$ cat src/rtl/matrix_pkg.sv
// matrix_pkg: shared state encoding and default index width for the matrix read path
package matrix_pkg;
  localparam logic [1:0] IDLE = 2'd0;
  localparam logic [1:0] STREAM = 2'd1;
  localparam logic [1:0] DRAIN = 2'd2;
  localparam int IDX_W = 8;
endpackage

$ cat src/rtl/matrix_index_counter.sv
// matrix_index_counter: two-level wrap counter (inner 0..NI-1, outer 0..NO-1)
// Ports: clk, rst (async active-low), advance, clear -> inner, outer, isLast
module matrix_index_counter #(
  parameter int W = 8,
  parameter int NI = 2,
  parameter int NO = 2
) (
  input  logic         clk,
  input  logic         rst,
  input  logic         advance,
  input  logic         clear,
  output logic [W-1:0] inner,
  output logic [W-1:0] outer,
  output logic         isLast
);
  logic iend;
  assign iend = inner == W'(NI - 1);
  assign isLast = iend && outer == W'(NO - 1);
  always_ff @(posedge clk or negedge rst)
    if (!rst) begin
      inner <= '0;
      outer <= '0;
    end else if (clear) begin
      inner <= '0;
      outer <= '0;
    end else if (advance) begin
      inner <= iend ? '0 : inner + 1'b1;
      outer <= iend ? outer + 1'b1 : outer;
    end
endmodule

$ cat src/rtl/matrix_reader.sv
// matrix_reader: streams an MxN matrix store out as a valid/ready element stream
// Ports: clk, rst (async active-low), start; rowSel/colSel drive the store,
//   memData is its combinational read; outData/outValid/outReady/outLast form
//   the stream; busy is high outside IDLE; done pulses after the final beat.
// MATRIX_READER_TRANSPOSE_EN: column-major traversal (emits the transpose).
module matrix_reader
  import matrix_pkg::*;
#(
  parameter int M = 2,
  parameter int N = 2,
  parameter int DW = IDX_W
) (
  input  logic          clk,
  input  logic          rst,
  input  logic          start,
  output logic [DW-1:0] rowSel,
  output logic [DW-1:0] colSel,
  input  logic [DW-1:0] memData,
  output logic [DW-1:0] outData,
  output logic          outValid,
  input  logic          outReady,
  output logic          outLast,
  output logic          busy,
  output logic          done
);
  logic [1:0] st;
  logic isLast, load, hs, fin;
  assign hs = outValid && outReady;
  // IDLE+start captures (0,0); in STREAM capture whenever the output slot frees up
  assign load = st == IDLE ? start : st == STREAM && (!outValid || outReady);
  assign fin = st == DRAIN && hs;
  assign busy = st != IDLE;
`ifdef MATRIX_READER_TRANSPOSE_EN
  matrix_index_counter #(.W(DW), .NI(M), .NO(N)) u_idx (
    .clk, .rst, .advance(load && !isLast), .clear(fin),
    .inner(rowSel), .outer(colSel), .isLast
  );
`else
  matrix_index_counter #(.W(DW), .NI(N), .NO(M)) u_idx (
    .clk, .rst, .advance(load && !isLast), .clear(fin),
    .inner(colSel), .outer(rowSel), .isLast
  );
`endif
  always_ff @(posedge clk or negedge rst)
    if (!rst) begin
      st <= IDLE;
      outData <= '0;
      outValid <= 1'b0;
      outLast <= 1'b0;
      done <= 1'b0;
    end else begin
      st <= st == IDLE ? (start ? (isLast ? DRAIN : STREAM) : IDLE) :
            st == STREAM ? (load && isLast ? DRAIN : STREAM) :
            st == DRAIN ? (hs ? IDLE : DRAIN) : IDLE;
      if (load) begin
        outData <= memData;
        outLast <= isLast;
      end else if (hs) outLast <= 1'b0;
      outValid <= load || (outValid && !outReady);
      done <= fin;
    end
endmodule
$ cat config.mk
export PLATFORM = sky130hd
export DESIGN_NAME = matrix_reader
export DESIGN_NICKNAME = d
export VERILOG_FILES = /design/src/rtl/matrix_pkg.sv /design/src/rtl/matrix_index_counter.sv /design/src/rtl/matrix_reader.sv
export SDC_FILE = /design/constraint.sdc
export NUM_CORES = 1
export LEC_CHECK = 0
export BUFFER_PORTS_ARGS = -buffer_cell sky130_fd_sc_hd__buf_2
export CAP_MARGIN = 40
export CORE_ASPECT_RATIO = 0.6
export CORE_MARGIN = 1.5
export CORE_UTILIZATION = 30
export CTS_CLUSTER_SIZE = 40
export DETAILED_ROUTE_END_ITERATION = 12
export PLACE_DENSITY = 0.51
export SLEW_MARGIN = 20
export SYNTH_ARGS = -nofsm -noshare
export SYNTH_HDL_FRONTEND = slang
export SYNTH_SLANG_ARGS = --single-unit
export TNS_END_PERCENT = 1
$ cat constraint.sdc
create_clock -name clk -period 3.05 [get_ports clk]
set_clock_uncertainty 0.1 [all_clocks]
set_input_delay 0.61 -clock clk [delete_from_list [all_inputs] [get_ports clk]]
set_output_delay 0.61 -clock clk [all_outputs]
set_load 0.01 [all_outputs]
=== Word level (Yosys, flattened, before mapping) ===
Cells that the tools add are included.

* Reduce and logical (&&, ||, !) cells: 18
* Mux-type cells: 16
* Add/sub/neg operators: 2
* Equal/unequal tests: 4

{| class="wikitable"
|+ Operators by type and width
! operator !! number
|-
| $mux W8 || 6
|-
| $add A8 B1 Y8 const B || 2
|-
| $eq A8 B1 Y1 const B || 2
|-
| $mux W2 || 7
|-
| $reduce_bool A2 Y1 || 4
|-
| $logic_and A1 B1 Y1 || 7
|-
| $logic_not A1 Y1 || 3
|-
| $mux W1 || 3
|-
| $eq A2 B1 Y1 const B || 1
|-
| $eq A2 B2 Y1 const B || 1
|-
| $logic_not A2 Y1 || 1
|-
| $logic_or A1 B1 Y1 || 2
|-
| $reduce_and A2 Y1 || 1
|}

* Output and inout bits: 28
* Flip-flop bits (word level): 29
* Logic and storage cells: 47

=== Logic depth before layout (Yosys ltp) ===
* Word-level depth: 8
* Mapped depth: 7
* Gate-level depth less buffers: 6

=== By module ===
From an unflattened synthesis, not the netlist that was laid out.

* Cells, all modules: 144
* Area, all modules: 1542.7 um^2

{| class="wikitable"
|+ By module, submodules not included
! module !! area an instance (um^2) !! times used !! cells an instance
|-
| matrix_index_counter || 969.7 || 1 || 107
|-
| matrix_reader || 573.0 || 1 || 37
|}

=== Worst setup path before layout ===
No wires, ideal clock.

* Path type: register -> register
* Start: reg u_idx.inner[1]
* End: reg u_idx.outer[6]
* Path buffers: 1
* Arrival time: 1.848 ns
* Clock period less this slack: 2.082 ns
* Stages on the path, launching flop included: 8
* Data required time: 2.816 ns
* Setup slack: 0.968 ns
* Path through: dfrtp_1 inv_1 ha_1 or4b_4 or2_1 buf_6 o41ai_1 a21oi_1

* Longest elaborated chain between the ends: 6
* Elaborated cells between the ends (all ways): 7

{| class="wikitable"
|+ RTL lines
! element !! line !! source
|-
| from (decl) || matrix_index_counter.sv:12 || <nowiki>output logic [W-1:0] inner,</nowiki>
|-
| from (signal assigned) || matrix_index_counter.sv:27 || <nowiki>inner <= iend ? '0 : inner + 1'b1;</nowiki>
|-
| $eq A8 B1 Y1 * || matrix_index_counter.sv:17 || <nowiki>assign iend = inner == W'(NI - 1);</nowiki>
|-
| $logic_and A1 B1 Y1 || matrix_index_counter.sv:18 || <nowiki>assign isLast = iend && outer == W'(NO - 1);</nowiki>
|-
| $logic_not A1 Y1 || matrix_reader.sv:40 || <nowiki>.clk, .rst, .advance(load && !isLast), .clear(fin),</nowiki>
|-
| $logic_and A1 B1 Y1 || matrix_reader.sv:40 ||
|-
| $reduce_bool A2 Y1 (no line) || - ||
|-
| $reduce_and A2 Y1 (no line) * || - ||
|-
| to (signal assigned) || matrix_index_counter.sv:28 || <nowiki>outer <= iend ? outer + 1'b1 : outer;</nowiki>
|-
| to (decl) || matrix_index_counter.sv:13 || <nowiki>output logic [W-1:0] outer,</nowiki>
|}

Mark *: on every way between the ends. The rest lies on a longest branch, timed or not.
A chain may end at the register's enable or synchronous reset.

=== Worst setup path in the final report ===
Same ends and word-level chain as after synthesis.

==> metrics.txt <==
pin count of the biggest net entering global routing=30; final setup fails=0; min Tclk post-route=around 2.2 ns; Cells after Synth=154; io pins=40; CP required=3.10 ns; Clock Sinks=29; CORE AREA=between 4000 and 5000 µm²; f_max=462 MHz; Cell Area, Synth=about 1500 µm²; crit-path max FO=7; max cap viols=0; Buf/Inv on CP=1; Syn-to-layout area delta=22.8%; CTS Root Cell=clkbuf_8; slowest stage delay, CP=0.47 ns; gr usage total=15.0%; Ys Warns=0; die width=93.7 µm; Yosys top cell area share=around 50%; H-tree Lvls=2; nets@finish=212; CTS resizes=0; WP data arrival=2.22 ns; mean post-synth cell area=9.62 µm²; Post-CTS Setup Bufs=0; Overall Power=1270 µW; syn nets=170; 1st-pass router iterations=4; vias in the first global route=about 1200; Max stage delay cell, worst path=or4b_4; Antenna Cells=0; Slew HR=48.9%; Routed wire per std cell=14.1 µm; top post-synthesis cells by area=dfrtp_1 (49%), nand2_1 (11%), mux2i_1 (8.1%); Setup TNS Final=0 ns; Seq/Total Area, Yosys=around 49%; leakage=~0.00095 µW; CTS Buf Count=5; hold-fix buffers at CTS=0; CTS tree=yes; Netlist cell types=35; Clock transition at path regs=0.07 ns; maximum VDD drop=0.260 mV; Clk Latency, worst-skew pair=0.28 ns; share of cells above drive strength 1=28.6%; unrepaired setup endpoints after global routing=no; max-slew violations=0; asr flop ratio synth=100%; post-synthesis register bit count=29; Crit Path Class=reg -> reg; Final Hold Viols=0; CP Cell Sequence=inv_1 > ha_1 > or4b_4 > or2_1 > o41ai_1 > a21oi_1; outcome=complete, no violations; Max Root-Sink Buffers=2; Initial Utilization=31.8%; Final Cycle Share=70.9%; Die ar.=5380 µm²; vias per inst=4.92; row count=19; IO buf count=39; most numerous cell in the Yosys netlist=nand2_1; CP top delay family=simple AND/OR/NAND/NOR gates; antenna violations before repair=0; dpl ws=0.805 ns; final RePlAce weighted congestion=0.777; Fillers=about 480; Routed Antenna Nets=0; GRT overflow=0; Post-synth EDFFs=0; # DRC=0; DIE HEIGHT=57.4 µm; Post-DP HPWL=2600 µm; Detailed Route Iter0 Violations=between 50 and 60; final worst setup slack=0.886 ns; final WL=3650 µm; number of vias in the routed layout=1274; crit path capture type=flop; Worst Hold Class=in -> async; leading area contributor after synthesis=dfrtp_1; first-pass GRT wire length=5980 µm; worst slew pin tran=0.766 ns; main flop type after synthesis=dfrtp_1; commonest cells in the netlist=nand2_1 (43), dfrtp_1 (29), mux2i_1 (12); pwr dens=699 nW/µm²; CP Launch Type=flop
[cell type report]
type	instances	area, µm²	area share [%]
Sequential cell	29	726	39.9
Multi-Input combinational cell	112	692	38.0
Timing Repair Buffer	41	210	11.6
Clock buffer	7	86.3	4.75
Tap cell	63	78.8	4.33
Inverter	7	26.3	1.44
[worst register-to-register path: stages (launching register included)]
cell and delay, ns:
dfrtp_1 0.43, inv_1 0.09, ha_1 0.13, or4b_4 0.47, or2_1 0.36, o41ai_1 0.35
a21oi_1 0.11
[layout by cell type (no fill, tap or decap), types with 3 or more instances in the layout]
cell type	instances
nand3_1	3
inv_1	7
buf_2	39
dfrtp_1	29
mux2i_1	12
nand2b_1	5
clkbuf_8	6
a21oi_1	3
ha_1	4
nor2_1	4
nand2_1	43
nand4_1	10
[final timing paths]
check	cells past startpoint	start	endpoint	slack, ns
hold reg to reg	2	outData[5]	outData[5]	0.37
min in group clk	2	outData[5]	outData[5]	0.37
setup / recovery	6	u_idx.inner[1]	u_idx.outer[6]	0.89
setup reg to reg	6	u_idx.inner[1]	u_idx.outer[6]	0.89
hold / removal	1	rst	u_idx.outer[0]	0.25
max in group asynchronous	1	rst	done	2.15
[report_power, final]
part | internal [µW] | switching, µW | total (µW)
Sequential | 463 | 115 | 578
Clock | 179 | 142 | 320
Combinational | 158 | 216 | 374
[through the flow]
step | hold WS (ns) | util [%] | cells | instance area [µm²]
final | 0.248 | 39.0 | 259 | 1820
after detailed placement | 0.357 | 37.2 | 252 | 1730
after global placement | 0.354 | 37.2 | 252 | 1730
after global routing | 0.308 | 39.0 | 259 | 1820
after floorplan | 0.214 | - | 154 | 1480
after CTS | 0.272 | 39.0 | 259 | 1820
[cells by family after synthesis]
kind of cell    Yosys count  share of synthesized area [%]
compound gates           11                           4.98
fa+ha+maj                 4                           3.38
buf+inv                  13                           4.31
flops                    29                           49.0
mux                      12                           8.11
simple gates             85                           30.2
[registers in the layout, summed over array words and instances (netlist names)]
name	count
outData	8
u_idx.inner	8
u_idx.outer	8
outLast	1
st	2
outValid	1
done	1
[metal layers]
metal  routed length, µm  share of wire, %  track usage, %  vias to the layer above
met1                1900                52            22.6                      617
met3                 183               5.0            4.40                        7
li1                    -                 -               -                      617
met4                  38               1.0            5.12                        0
met2                1530                42            20.1                       33
met5                   0                 0               0                        -
No activity file was read; power rests on OpenSTA's default activity.
